## src/rtl/codix_risc_ca_issue_pkg.sv

```systemverilog
// -----------------------------------------------------------------------------
// codix_risc_ca_issue_pkg
//
// Shared definitions for the instruction issue stage that feeds the
// codix_risc_ca core instruction decoder (ACT / id_instr_Q0 interface).
//
// Contents:
//   INSTR_W       instruction word width seen by the decoder
//   NOP_INSTR     word presented on id_instr_Q0 while ACT is low
//   DEFAULT_DEPTH default number of FIFO entries (power of two, >= 2)
//   instr_t       instruction word type
//   slot_op_e     what the output slot does on the coming clock edge
//   cnt_w()       width of an occupancy counter able to hold 0..depth
// -----------------------------------------------------------------------------
package codix_risc_ca_issue_pkg;

   localparam int INSTR_W       = 12;
   localparam int DEFAULT_DEPTH = 4;

   typedef logic [INSTR_W-1:0] instr_t;

   localparam instr_t NOP_INSTR = 12'h000;

   // Decision taken for the output register on the next edge. Kept as an
   // explicit, named signal in the top level so it can be probed directly.
   typedef enum logic [2:0] {
      SLOT_IDLE        = 3'd0,  // nothing to present: ACT low, NOP driven
      SLOT_FLUSH       = 3'd1,  // pipeline flush: slot and FIFO discarded
      SLOT_HOLD        = 3'd2,  // decoder stalled on a valid instruction
      SLOT_LOAD_FIFO   = 3'd3,  // load the FIFO head, pop it
      SLOT_LOAD_BYPASS = 3'd4   // load the incoming fetch word directly
   } slot_op_e;

   // Occupancy counters must represent the full value "depth", hence +1.
   function automatic int cnt_w(input int depth);
      return $clog2(depth + 1);
   endfunction

endpackage

```

## src/rtl/codix_risc_ca_issue_fifo.sv

```systemverilog
// -----------------------------------------------------------------------------
// codix_risc_ca_issue_fifo
//
// Small synchronous FIFO buffering fetched instruction words ahead of the
// decoder output register. Head is combinational from the read pointer so
// the output register can load it on the same edge that pops it.
//
// Ports:
//   clk    in   clock
//   rst    in   synchronous active-high reset (pointers and count to 0)
//   clr    in   synchronous clear, same effect as rst; a same-cycle push
//               is dropped
//   push   in   write din at the write pointer (ignored when full)
//   pop    in   advance the read pointer (ignored when empty)
//   din    in   word to write
//   head   out  word at the read pointer
//   count  out  number of stored words, 0..DEPTH
//   full   out  count == DEPTH
//   empty  out  count == 0
//
// DEPTH must be a power of two so the pointers wrap by plain overflow.
// -----------------------------------------------------------------------------
module codix_risc_ca_issue_fifo
   import codix_risc_ca_issue_pkg::*;
#(
   parameter int W     = INSTR_W,
   parameter int DEPTH = DEFAULT_DEPTH
) (
   input  logic                      clk,
   input  logic                      rst,
   input  logic                      clr,
   input  logic                      push,
   input  logic                      pop,
   input  logic [W-1:0]              din,
   output logic [W-1:0]              head,
   output logic [cnt_w(DEPTH)-1:0]   count,
   output logic                      full,
   output logic                      empty
);

   localparam int PW = $clog2(DEPTH);
   localparam int CW = cnt_w(DEPTH);

   logic [W-1:0]  mem [DEPTH];
   logic [PW-1:0] wr_ptr;
   logic [PW-1:0] rd_ptr;
   logic          do_push;
   logic          do_pop;

   assign full    = (count == CW'(DEPTH));
   assign empty   = (count == '0);
   assign do_push = push && !full;
   assign do_pop  = pop && !empty;
   assign head    = mem[rd_ptr];

   always_ff @(posedge clk) begin
      if (rst || clr) begin
         wr_ptr <= '0;
         rd_ptr <= '0;
         count  <= '0;
      end else begin
         if (do_push) begin
            wr_ptr <= wr_ptr + PW'(1);
         end
         if (do_pop) begin
            rd_ptr <= rd_ptr + PW'(1);
         end
         // Simultaneous push and pop leave the occupancy unchanged.
         case ({do_push, do_pop})
            2'b10:   count <= count + CW'(1);
            2'b01:   count <= count - CW'(1);
            default: count <= count;
         endcase
      end
   end

   // Storage carries no reset; only the pointers define what is valid.
   always_ff @(posedge clk) begin
      if (do_push && !rst && !clr) begin
         mem[wr_ptr] <= din;
      end
   end

endmodule

```

## src/rtl/codix_risc_ca_id_instr_issue.sv

```systemverilog
// -----------------------------------------------------------------------------
// codix_risc_ca_id_instr_issue
//
// Producer side of the codix_risc_ca decoder input interface. Fetched words
// are buffered in a small FIFO and presented one per cycle through a
// registered output stage (ACT / id_instr_Q0), honouring stall and flush.
//
// Ports:
//   CLK          in   core clock
//   RST          in   synchronous active-high reset
//   fetch_valid  in   fetch presents a word
//   fetch_instr  in   fetched instruction word
//   fetch_ready  out  FIFO can accept a word
//   stall        in   decoder holds the current instruction
//   flush        in   discard all buffered and presented instructions
//   ACT          out  id_instr_Q0 holds a valid instruction this cycle
//   id_instr_Q0  out  instruction presented to the decoder (NOP_INSTR
//                     whenever ACT is low)
//   fifo_cnt     out  FIFO occupancy, excluding the output register
//
// Fetch handshake: a word transfers on a rising CLK edge where fetch_valid
// and fetch_ready are both high and flush is low. fetch_ready depends only
// on the registered occupancy (fifo_cnt < DEPTH), never on a same-cycle pop,
// so it carries no combinational path from stall/flush or the decoder side.
//
// Build option: define CODIX_RISC_CA_ISSUE_BYPASS_EN to let a word arriving
// while the FIFO is empty load the output register directly on its accept
// edge (one cycle latency). Without it every word passes through the FIFO
// (two cycle latency).
// -----------------------------------------------------------------------------
module codix_risc_ca_id_instr_issue
   import codix_risc_ca_issue_pkg::*;
#(
   parameter int                 INSTR_W   = codix_risc_ca_issue_pkg::INSTR_W,
   parameter int                 DEPTH     = DEFAULT_DEPTH,
   parameter logic [INSTR_W-1:0] NOP_INSTR = codix_risc_ca_issue_pkg::NOP_INSTR
) (
   input  logic                      CLK,
   input  logic                      RST,
   input  logic                      fetch_valid,
   input  logic [INSTR_W-1:0]        fetch_instr,
   output logic                      fetch_ready,
   input  logic                      stall,
   input  logic                      flush,
   output logic                      ACT,
   output logic [INSTR_W-1:0]        id_instr_Q0,
   output logic [cnt_w(DEPTH)-1:0]   fifo_cnt
);

   logic               fifo_full;
   logic               fifo_empty;
   logic               fifo_push;
   logic               fifo_pop;
   logic [INSTR_W-1:0] fifo_head;
   logic               push_req;

   slot_op_e           slot_op;
   logic               act_q;
   logic [INSTR_W-1:0] instr_q;
   logic               act_d;
   logic [INSTR_W-1:0] instr_d;

   assign fetch_ready = !fifo_full;
   assign push_req    = fetch_valid && fetch_ready && !flush;

   // Output slot decision, highest priority first. A stall only matters when
   // the slot holds something; an empty slot keeps filling under stall.
   always_comb begin
      slot_op = SLOT_IDLE;
      if (flush) begin
         slot_op = SLOT_FLUSH;
      end else if (stall && act_q) begin
         slot_op = SLOT_HOLD;
      end else if (!fifo_empty) begin
         slot_op = SLOT_LOAD_FIFO;
`ifdef CODIX_RISC_CA_ISSUE_BYPASS_EN
      end else if (push_req) begin
         slot_op = SLOT_LOAD_BYPASS;
`endif
      end else begin
         slot_op = SLOT_IDLE;
      end
   end

   // A word pushed while the head is popped lands behind it in the FIFO,
   // which is why the push is only withheld on the bypass path.
   assign fifo_pop  = (slot_op == SLOT_LOAD_FIFO);
   assign fifo_push = push_req && (slot_op != SLOT_LOAD_BYPASS);

   always_comb begin
      act_d   = 1'b0;
      instr_d = NOP_INSTR;
      case (slot_op)
         SLOT_HOLD: begin
            act_d   = act_q;
            instr_d = instr_q;
         end
         SLOT_LOAD_FIFO: begin
            act_d   = 1'b1;
            instr_d = fifo_head;
         end
         SLOT_LOAD_BYPASS: begin
            act_d   = 1'b1;
            instr_d = fetch_instr;
         end
         default: begin
            act_d   = 1'b0;
            instr_d = NOP_INSTR;
         end
      endcase
   end

   always_ff @(posedge CLK) begin
      if (RST) begin
         act_q   <= 1'b0;
         instr_q <= NOP_INSTR;
      end else begin
         act_q   <= act_d;
         instr_q <= instr_d;
      end
   end

   assign ACT         = act_q;
   assign id_instr_Q0 = instr_q;

   codix_risc_ca_issue_fifo #(
      .W     (INSTR_W),
      .DEPTH (DEPTH)
   ) u_fifo (
      .clk   (CLK),
      .rst   (RST),
      .clr   (flush),
      .push  (fifo_push),
      .pop   (fifo_pop),
      .din   (fetch_instr),
      .head  (fifo_head),
      .count (fifo_cnt),
      .full  (fifo_full),
      .empty (fifo_empty)
   );

endmodule

```

## config.mk

```make
export PLATFORM = sky130hd
export DESIGN_NAME = codix_risc_ca_id_instr_issue
export DESIGN_NICKNAME = d
export VERILOG_FILES = /design/src/rtl/codix_risc_ca_issue_pkg.sv /design/src/rtl/codix_risc_ca_issue_fifo.sv /design/src/rtl/codix_risc_ca_id_instr_issue.sv
export SDC_FILE = /design/constraint.sdc
export NUM_CORES = 1
export LEC_CHECK = 0
export CORE_ASPECT_RATIO = 1.2
export CORE_MARGIN = 2
export CORE_UTILIZATION = 45
export DETAILED_ROUTE_END_ITERATION = 8
export GPL_TIMING_DRIVEN = 1
export PLACE_DENSITY = 0.67
export SETUP_SLACK_MARGIN = 0.2
export SYNTH_ARGS = -nofsm -noshare
export SYNTH_HDL_FRONTEND = slang
export SYNTH_SLANG_ARGS = --single-unit
export TNS_END_PERCENT = 100
```

## constraint.sdc

```tcl
create_clock -name CLK -period 3.9 [get_ports CLK]
set_input_delay 0.585 -clock CLK [delete_from_list [all_inputs] [get_ports CLK]]
set_output_delay 0.585 -clock CLK [all_outputs]
set_load 0.01 [all_outputs]
```

=== After elaboration in Yosys (flattened, before gate mapping) ===
Memories as Yosys holds them, arrays and structs flattened. A register that Yosys moved wholly into a read port is not among the register bits.
Cells that the tools add are included.

* Register bits: 20
* Bits in latches: 0
* Memory bits (writable): 48
* Bits in read-only memories: 0
* Input bits: 17
* Output and inout port bits: 17
* Word-level logic and storage cells: 43
* Memories kept: 1

* Add/subtract/negate cells: 4
* Multiply operators: 0
* Divide/modulo/power cells: 0
* Magnitude comparators: 0
* Eq/ne operators: 7
* Shifts and indexed selects: 0
* Multiplexer cells: 10
* Bitwise gates (word level): 0
* Reductions and logical operators: 16

{| class="wikitable"
|+ Memories
! memory !! depth !! width !! read ports !! clocked after Yosys merged registers in !! write ports !! RTL line !! source
|-
| u_fifo.mem || 4 || 12 || 1 || 1 || 1 || codix_risc_ca_issue_fifo.sv:44 || <nowiki>logic [W-1:0] mem [DEPTH];</nowiki>
|}

{| class="wikitable"
|+ Operator list
! cell !! count
|-
| $pmux W12 S3 || 1
|-
| $mux W2 || 5
|-
| $logic_and A1 B1 Y1 || 8
|-
| $eq A3 B2 Y1 const B || 2
|-
| $eq A3 B3 Y1 const B || 2
|-
| $pmux W3 S2 || 1
|-
| $add A2 B1 Y2 const B || 2
|-
| $logic_not A1 Y1 || 4
|-
| $add A3 B1 Y3 const B || 1
|-
| $logic_not A3 Y1 || 1
|-
| $ne A3 B3 Y1 const B || 1
|-
| $sub A3 B1 Y3 const B || 1
|-
| $eq A2 B1 Y1 const B || 1
|-
| $eq A2 B2 Y1 const B || 1
|-
| $mux W1 || 2
|-
| $pmux W1 S2 || 1
|-
| $reduce_bool A2 Y1 || 1
|-
| $reduce_or A2 Y1 || 1
|-
| $logic_or A1 B1 Y1 || 1
|}

=== Longest topological paths before layout ===
Gate-level depths: netlist of run 1.

* Depth after elaboration: 11
* Depth in mapped cells: 8

=== By module ===
A second synthesis of run 1 with hierarchy kept.

* Cells, all modules: 151
* Area, all modules: 2693.8 um^2

{| class="wikitable"
|+ Modules (own cells, without submodules)
! module !! instances !! cells each !! area an instance (um^2)
|-
| codix_risc_ca_issue_fifo || 1 || 117 || 2208.4
|-
| codix_risc_ca_id_instr_issue || 1 || 34 || 485.5
|}

=== Least setup slack after synthesis of run 1 ===
Ideal clock, no wire load.

* Path kind: input to register
* From: in stall
* To: reg u_fifo.count[2]
* Library setup time: 0.070 ns
* Arrival time: 2.039 ns
* Data required time: 3.830 ns
* Slack: 1.792 ns
* Stages on the path: 8
* Buffers on the path: 0
* Cell sequence: a21o_1 > nor2_1 > ha_1 > inv_1 > fa_1 > xor2_1 > or3_1 > a21oi_1

* Elaborated cells between the ends (all ways): 12

{| class="wikitable"
|+ RTL lines
! what !! RTL line !! source
|-
| start, declared || codix_risc_ca_id_instr_issue.sv:43 || <nowiki>input logic stall,</nowiki>
|-
| $logic_and A1 B1 Y1 * || codix_risc_ca_id_instr_issue.sv:72 || <nowiki>end else if (stall && act_q) begin</nowiki>
|-
| $mux W2 * || codix_risc_ca_id_instr_issue.sv:72 ||
|-
| $mux W2 * || codix_risc_ca_id_instr_issue.sv:70 || <nowiki>if (flush) begin</nowiki>
|-
| $eq A3 B2 Y1 * || codix_risc_ca_id_instr_issue.sv:87 || <nowiki>assign fifo_pop = (slot_op == SLOT_LOAD_FIFO);</nowiki>
|-
| $logic_and A1 B1 Y1 * || codix_risc_ca_issue_fifo.sv:53 || <nowiki>assign do_pop = pop && !empty;</nowiki>
|-
| via u_fifo.do_pop || codix_risc_ca_issue_fifo.sv:48 || <nowiki>logic do_pop;</nowiki>
|-
| $eq A2 B1 Y1 or $eq A2 B2 Y1 (tied branches) || codix_risc_ca_issue_fifo.sv:69 || <nowiki>case ({do_push, do_pop})</nowiki>
|-
| $pmux W3 S2 or $reduce_bool A2 Y1 (tied branches) || - ||
|-
| end signal, assigned || codix_risc_ca_issue_fifo.sv:70 || <nowiki>2'b10: count <= count + CW'(1);</nowiki>
|-
| end signal, assigned || codix_risc_ca_issue_fifo.sv:71 || <nowiki>2'b01: count <= count - CW'(1);</nowiki>
|-
| end signal, assigned || codix_risc_ca_issue_fifo.sv:72 || <nowiki>default: count <= count;</nowiki>
|-
| end, declared || codix_risc_ca_issue_fifo.sv:36 || <nowiki>output logic [cnt_w(DEPTH)-1:0] count,</nowiki>
|}

The timed path passes the listed nets; every way through them passes the cells marked *.
A chain may end at the register's enable or synchronous reset.

=== Worst setup path in the final report of run 1 ===
* From: in flush
* To: reg u_fifo.count[2]

* Elaborated cells between the ends (all ways): 13

{| class="wikitable"
|+ RTL lines
! what !! RTL line !! source
|-
| start, declared || codix_risc_ca_id_instr_issue.sv:44 || <nowiki>input logic flush,</nowiki>
|-
| $mux W2 * || codix_risc_ca_id_instr_issue.sv:70 ||
|-
| $eq A3 B2 Y1 * || codix_risc_ca_id_instr_issue.sv:87 ||
|-
| $logic_and A1 B1 Y1 * || codix_risc_ca_issue_fifo.sv:53 ||
|-
| via u_fifo.do_pop || codix_risc_ca_issue_fifo.sv:48 ||
|-
| $eq A2 B1 Y1 or $eq A2 B2 Y1 (tied branches) || codix_risc_ca_issue_fifo.sv:69 ||
|-
| $pmux W3 S2 or $reduce_bool A2 Y1 (tied branches) || - ||
|}

Marked as above.

==> impl_metrics.env, run 1 <==
export IMPL_coreArea_um2=5670
export IMPL_grt_antenna_before_repair=0
export IMPL_power_leakage_nw=1.08
export IMPL_crit_required_ns=4.16
export IMPL_postRouteAntennaNets=0
export IMPL_cts_sinks=70
export IMPL_grt_pass1_wl_um=7130
export IMPL_cp_cell_sequence="clkdlybuf4s50_1 -> a21o_1 -> nor2_1 -> ha_1 -> inv_1 -> fa_1 -> xor2_1 -> or3_1 -> a21oi_1"
export IMPL_yosys_warnings=0
export IMPL_tns_ns=0
export IMPL_first_iter_violations=74
export IMPL_synth_fp_nets=174
export IMPL_wl_met3_um=265
export IMPL_cts_htree_levels=3
export IMPL_cp_end_kind="flop"
export IMPL_synth_area_per_cell_um2=17.5
export IMPL_crit_type="in2reg"
export IMPL_irDropWorstVdd_uv=223
export IMPL_wl_met2_um=2320
export IMPL_drive_gt1_frac=0.154
export IMPL_clk_pin_slew_ns=0.08
export IMPL_diodes=0
export IMPL_setup_viol=0
export IMPL_period_needed_ns=2.36
export IMPL_start_util=0.465
export IMPL_tritoncts="built"
export IMPL_timing_slew_headroom=0.352
export IMPL_avgViaCountPerCell=5.23
export IMPL_die_h_um=87.8
export IMPL_seq_power_share=0.514
export IMPL_crit_family="adder cells"
export IMPL_met1_length_um=1940
export IMPL_grt_pass1_vias=1504
export IMPL_slowest_stage="clkdlybuf4s50_1"
export IMPL_fp_row_count=30
export IMPL_p_int_mw=1.26
export IMPL_drc_errors=0
export IMPL_worst_path_buf_inv=2
export IMPL_dieArea_um2=6490
export IMPL_yosysUniqueCellTypes=26
export IMPL_swShare=0.196
export IMPL_seq_area_frac_synth=0.714
export IMPL_ys_seq_elements=70
export IMPL_num_vias=1438
export IMPL_postCtsSetupBuffers=0
export IMPL_grt_setup_unrepaired="no"
export IMPL_worst_pin_slew_ns=0.967
export IMPL_worst_skew_pair_late_latency_ns=0.34
export IMPL_clock_power_share=0.449
export IMPL_syn_cell_area_um2=2640
export IMPL_synth_cells=151
export IMPL_place_hpwl_um=3010
export IMPL_skew_ns=0.0108
export IMPL_fmax_mhz=423
export IMPL_cp_start_kind="input pin"
export IMPL_power_frac_comb=0.037
export IMPL_grt_use_total=0.154
export IMPL_slew_violations=0
export IMPL_wl_per_cell_um=16.7
export IMPL_cts_buffer_depth=2
export IMPL_final_nets=213
export IMPL_firstDrtPassIters=4
export IMPL_cts_buffers=9
export IMPL_power_density_nw_per_um2=478
export IMPL_gp_congestion=0.742
export IMPL_dp_cells=259
export IMPL_netSwitchingPower_uw=308
export IMPL_fin_ws_ns=1.54
export IMPL_hold_path_class="reg2reg"
export IMPL_root_buffer="clkbuf_8"
export IMPL_crit_fanout=6
export IMPL_io_buffers=33
export IMPL_nFillCells=442
export IMPL_wirelength_um=4590
export IMPL_grt_max_degree=14
export IMPL_hold_violations=0
export IMPL_cap_violations=0
export IMPL_status="complete, no violations"
export IMPL_cpPeakStageDelay_ns=0.45
export IMPL_finalCritPeriodShare=0.606
export IMPL_top_layer_used="met4"
export IMPL_postCtsHoldBufs=0
export IMPL_crit_arrival_ns=2.63
export IMPL_finalNonFillerCells=275
export IMPL_ios=34
export IMPL_dpl_worst_slack_ns=1.22
export IMPL_post_cts_resized=0
export IMPL_area_growth_pct=24.3
export IMPL_die_w_um=73.9
export IMPL_grt_ovfl_total=0
==> registers in the layout, indices dropped and copies added, names as in the netlist, named ones only <==
register / count
ACT: 1
u_fifo.rd_ptr: 2
id_instr_Q0: 12
u_fifo.mem: 48
u_fifo.count: 3
u_fifo.wr_ptr: 2
==> cell families after synthesis <==
family / synth area share
AO/OA/AOI/OAI: 0.0683
adder cells (fa/ha/maj): 0.0313
XOR/XNOR: 0.00665
multiplexers: 0.105
buffers and inverters: 0.0242
flip-flops: 0.714
AND/OR/NAND/NOR: 0.0503
==> cell usage in the layout, fill, tap and decap left out, types with 2 or more instances in the layout <==
cell type,synthesis,final
o21ai_0,4,4
inv_6,0,2
or3_1,3,3
bufinv_16,0,3
clkbuf_8,0,9
nor2_1,6,6
clkdlybuf4s50_1,0,33
inv_1,8,8
and3_1,4,4
mux4_1,2,2
a21oi_1,8,8
edfxtp_1,48,48
nand3_1,2,2
xor2_1,2,2
mux4_2,10,10
dfxtp_1,22,22
a22o_1,12,12
ha_1,5,5
nor3_2,2,2
==> power groups by stage <==
stage          registers [mW]  logic, mW  clock network [mW]
2_1_floorplan           0.822     0.0256                   0
3_3_place_gp            0.822     0.0554                   0
3_5_place_dp            0.823     0.0583                   0
4_1_cts                 0.806     0.0586               0.713
5_1_grt                 0.807     0.0633               0.747
6_report                0.806     0.0583               0.703
==> layer usage <==
layer  up-vias  global-route usage
li1        672                   -
met4         0              0.0496
met3         7              0.0610
met1       713               0.186
met2        46               0.253
met5         -                   0
==> worst paths after layout <==
path | start | endpoint | slack (ns) | cells past startpoint
worst max-delay path | flush | u_fifo.count[2]$_SDFFE_PP0P_ | 1.54 | 9
worst min-delay path | id_instr_Q0[2]$_SDFFE_PP0P_ | id_instr_Q0[2]$_SDFFE_PP0P_ | 0.48 | 1
worst max register to register | u_fifo.count[2]$_SDFFE_PP0P_ | u_fifo.count[2]$_SDFFE_PP0P_ | 1.74 | 8
worst min register to register | id_instr_Q0[2]$_SDFFE_PP0P_ | id_instr_Q0[2]$_SDFFE_PP0P_ | 0.48 | 1
==> cells in the mapped netlist <==
cell type,count,area share
xor2_1,2,0.0066
mux4_1,2,0.020
fa_1,1,0.0076
o21ai_0,4,0.0076
or2_1,1,0.0024
inv_1,8,0.011
nor3b_2,1,0.0047
and3_1,4,0.0095
mux4_2,10,0.085
buf_4,1,0.0028
a21oi_1,8,0.015
nand2_1,1,0.0014
or4_1,1,0.0028
buf_6,1,0.0043
o31ai_1,1,0.0028
nand3_1,2,0.0038
or3_1,3,0.0071
dfxtp_1,22,0.17
edfxtp_1,48,0.55
nor3_2,2,0.0076
ha_1,5,0.024
a21o_1,1,0.0028
nor2_1,6,0.0085
nor2_2,1,0.0024
a22o_1,12,0.040
buf_2,3,0.0057
==> through the flow <==
step | cell area [um^2] | total power [mW] | hold WS [ns] | utilization
4_1_cts | 3280 | 1.58 | 0.481 | 0.578
5_1_grt | 3280 | 1.62 | 0.492 | 0.578
3_3_place_gp | 3030 | 0.878 | 0.461 | 0.535
2_1_floorplan | 2640 | 0.848 | 0.453 | -
6_report | 3280 | 1.57 | 0.482 | 0.578
3_5_place_dp | 3030 | 0.881 | 0.465 | 0.535
==> final cells by class <==
cell class,count,area [um^2],share of cell area
timing repair buffer,33,330,0.101
sequential,70,1880,0.574
clock inverter,7,120,0.0367
tap,80,100,0.0305
inverter,8,30.0,0.00916
clock buffer,9,124,0.0378
multi-input combinational,68,691,0.211
Power figures use the tool's default switching activity.
==> run 2: changes to the inputs <==
==> constraint.sdc (replaced) <==
create_clock -name CLK -period 2.4 [get_ports CLK]
set_input_delay 0.36 -clock CLK [delete_from_list [all_inputs] [get_ports CLK]]
set_output_delay 0.36 -clock CLK [all_outputs]
set_load 0.01 [all_outputs]
==> impl_metrics.env, run 2 (synthesized netlist as in run 1, its figures left out) <==
export IMPL_status="complete, no violations"
export IMPL_dpl_worst_slack_ns=-0.0327
export IMPL_power_frac_comb=0.038
export IMPL_hold_violations=0
export IMPL_seq_power_share=0.498
export IMPL_fin_ws_ns=0.285
export IMPL_grt_max_degree=13
export IMPL_grt_antenna_before_repair=0
export IMPL_skew_ns=0.00926
export IMPL_ff2ff_setup_slack_ns=0.30
export IMPL_holdPathStages=1
export IMPL_swShare=0.182
export IMPL_clock_power_share=0.464
export IMPL_grt_pass1_wl_um=7540
export IMPL_first_iter_violations=116
export IMPL_postRouteAntennaNets=0
export IMPL_largest_reg_flops=48
export IMPL_io_buffers=33
export IMPL_slew_violations=0
export IMPL_cts_buffers=9
export IMPL_cp_start_kind="input pin"
export IMPL_cp_cell_sequence="clkdlybuf4s50_1 -> a21o_1 -> nor2_2 -> ha_2 -> inv_1 -> fa_1 -> xor2_1 -> or3_1 -> a21oi_1"
export IMPL_hold_start="id_instr_Q0[1]$_SDFFE_PP0P_"
export IMPL_final_common_cell="edfxtp_1"
export IMPL_postCtsHoldBufs=0
export IMPL_wl_per_cell_um=17.1
export IMPL_crit_family="adder cells"
export IMPL_worst_path_buf_inv=2
export IMPL_diodes=0
export IMPL_die_h_um=87.8
export IMPL_grt_pass1_vias=1530
export IMPL_power_density_nw_per_um2=779
export IMPL_fmax_mhz=473
export IMPL_netSwitchingPower_uw=479
export IMPL_timing_rr_start="u_fifo.count[2]$_SDFFE_PP0P_"
export IMPL_nFillCells=437
export IMPL_cts_htree_levels=3
export IMPL_grt_setup_unrepaired="no"
export IMPL_dieArea_um2=6490
export IMPL_timing_slew_headroom=0.568
export IMPL_crit_required_ns=2.67
export IMPL_area_growth_pct=28.1
export IMPL_hold_path_class="reg2reg"
export IMPL_cts_sinks=70
export IMPL_worst_pin_slew_ns=0.647
export IMPL_num_vias=1504
export IMPL_cap_violations=0
export IMPL_die_w_um=73.9
export IMPL_regMostFlops="u_fifo.mem"
export IMPL_crit_type="in2reg"
export IMPL_tritoncts="built"
export IMPL_layout_common_cells="48 x edfxtp_1, 33 x clkdlybuf4s50_1, 19 x dfxtp_1"
export IMPL_finalNonFillerCells=284
export IMPL_cpPeakStageDelay_ns=0.45
export IMPL_reg2reg_depth=8
export IMPL_p_int_mw=2.15
export IMPL_grt_use_total=0.165
export IMPL_fp_row_count=30
export IMPL_drive_gt1_frac=0.211
export IMPL_crit_arrival_ns=2.38
export IMPL_root_buffer="clkbuf_8"
export IMPL_min_to="id_instr_Q0[1]$_SDFFE_PP0P_"
export IMPL_start_util=0.465
export IMPL_power_total_mw=2.63
export IMPL_gp_congestion=0.776
export IMPL_final_nets=222
export IMPL_coreArea_um2=5670
export IMPL_place_hpwl_um=3120
export IMPL_ios=34
export IMPL_final_area_um2=3380
export IMPL_cp_end_kind="flop"
export IMPL_power_leakage_nw=1.14
export IMPL_crit_fanout=4
export IMPL_r2r_end="u_fifo.count[2]$_SDFFE_PP0P_"
export IMPL_dpl_cell_area_um2=3090
export IMPL_finalCritPeriodShare=0.881
export IMPL_firstDrtPassIters=4
export IMPL_avgViaCountPerCell=5.30
export IMPL_irDropWorstVdd_uv=336
export IMPL_wirelength_um=4840
export IMPL_dp_cells=267
export IMPL_setup_viol=0
export IMPL_period_needed_ns=2.12
export IMPL_worst_skew_pair_late_latency_ns=0.33
export IMPL_grt_ovfl_total=0
export IMPL_drc_errors=0
export IMPL_clk_pin_slew_ns=0.08
export IMPL_slowest_stage="clkdlybuf4s50_1"
export IMPL_cts_buffer_depth=2
==> run 2: cell count changes in the layout (fill, tap and decap cells not counted) <==
cell        previous run  this run
buf_4                  0         9
bufinv_16              3         4
clkbuf_1               0         1
clkinv_4               0         1
clkinvlp_4             1         0
dfxtp_1               22        19
dfxtp_2                0         3
ha_1                   5         4
ha_2                   0         1
inv_6                  2         0
nor2_1                 6         5
nor2_2                 1         2
nor3b_2                1         0
nor3b_4                0         1
==> run 2: power by group through the flow <==
| stage | clock, mW | combinational (mW) | sequential, mW |
|---|---|---|---|
| floorplan | 0 | 0.0417 | 1.34 |
| global placement | 0 | 0.0943 | 1.34 |
| detailed placement | 0 | 0.0998 | 1.34 |
| CTS | 1.25 | 0.100 | 1.31 |
| global route | 1.31 | 0.110 | 1.31 |
| finish | 1.22 | 0.101 | 1.31 |
==> run 2: what timing repair did <==
item                       4_1_cts  5_1_grt
buffers inserted                 0        1
setup endpoints to repair        1        1
hold endpoints to repair         0        0
resized for setup                1        5
==> run 2: area by class of cell <==
cell class / instances / area [um^2] / area share
flip-flops and latches: 70 / 1890 / 0.558
multi-input cells: 68 / 702 / 0.208
repair buffers: 42 / 398 / 0.118
clock inverters: 6 / 134 / 0.0396
clock buffers: 10 / 128 / 0.0378
well taps: 80 / 100 / 0.0296
inverters: 8 / 30.0 / 0.00889
==> run 2: how the worst max path moves through the flow <==
stage / cells past startpoint / startpoint / endpoint
after floorplan: 8 / u_fifo.count[2]$_SDFFE_PP0P_ / u_fifo.count[2]$_SDFFE_PP0P_
after global placement: 9 / flush / u_fifo.count[2]$_SDFFE_PP0P_
after detailed placement: 9 / stall / u_fifo.count[2]$_SDFFE_PP0P_
after CTS: 8 / u_fifo.count[2]$_SDFFE_PP0P_ / u_fifo.count[2]$_SDFFE_PP0P_
after global routing: 8 / u_fifo.count[2]$_SDFFE_PP0P_ / u_fifo.count[2]$_SDFFE_PP0P_
final: 9 / flush / u_fifo.count[2]$_SDFFE_PP0P_
==> run 2: metrics by stage <==
stage / utilization / setup TNS [ns] / hold slack [ns]
5_1_grt: 0.596 / 0 / 0.491
3_3_place_gp: 0.546 / 0 / 0.461
6_report: 0.596 / 0 / 0.479
4_1_cts: 0.593 / 0 / 0.479
3_5_place_dp: 0.546 / -0.0327 / 0.459
2_1_floorplan: - / 0 / 0.453
==> run 2: metal layers <==
layer	vias to the layer above	global-route usage	routed length, um
met1	769	0.198	2030
met2	44	0.269	2530
met5	-	0	0
li1	686	-	-
met3	5	0.0587	228
met4	0	0.0694	54
==> run 3: changes to the inputs <==
--- a/config.mk
+++ b/config.mk
@@ -9,6 +9,7 @@
 export CORE_MARGIN = 2
 export CORE_UTILIZATION = 45
 export DETAILED_ROUTE_END_ITERATION = 8
+export GPL_ROUTABILITY_DRIVEN = 0
 export GPL_TIMING_DRIVEN = 1
 export PLACE_DENSITY = 0.67
 export SETUP_SLACK_MARGIN = 0.2
==> results of run 3 <==
Final layout, timing and power as in run 2 (identical DEF).
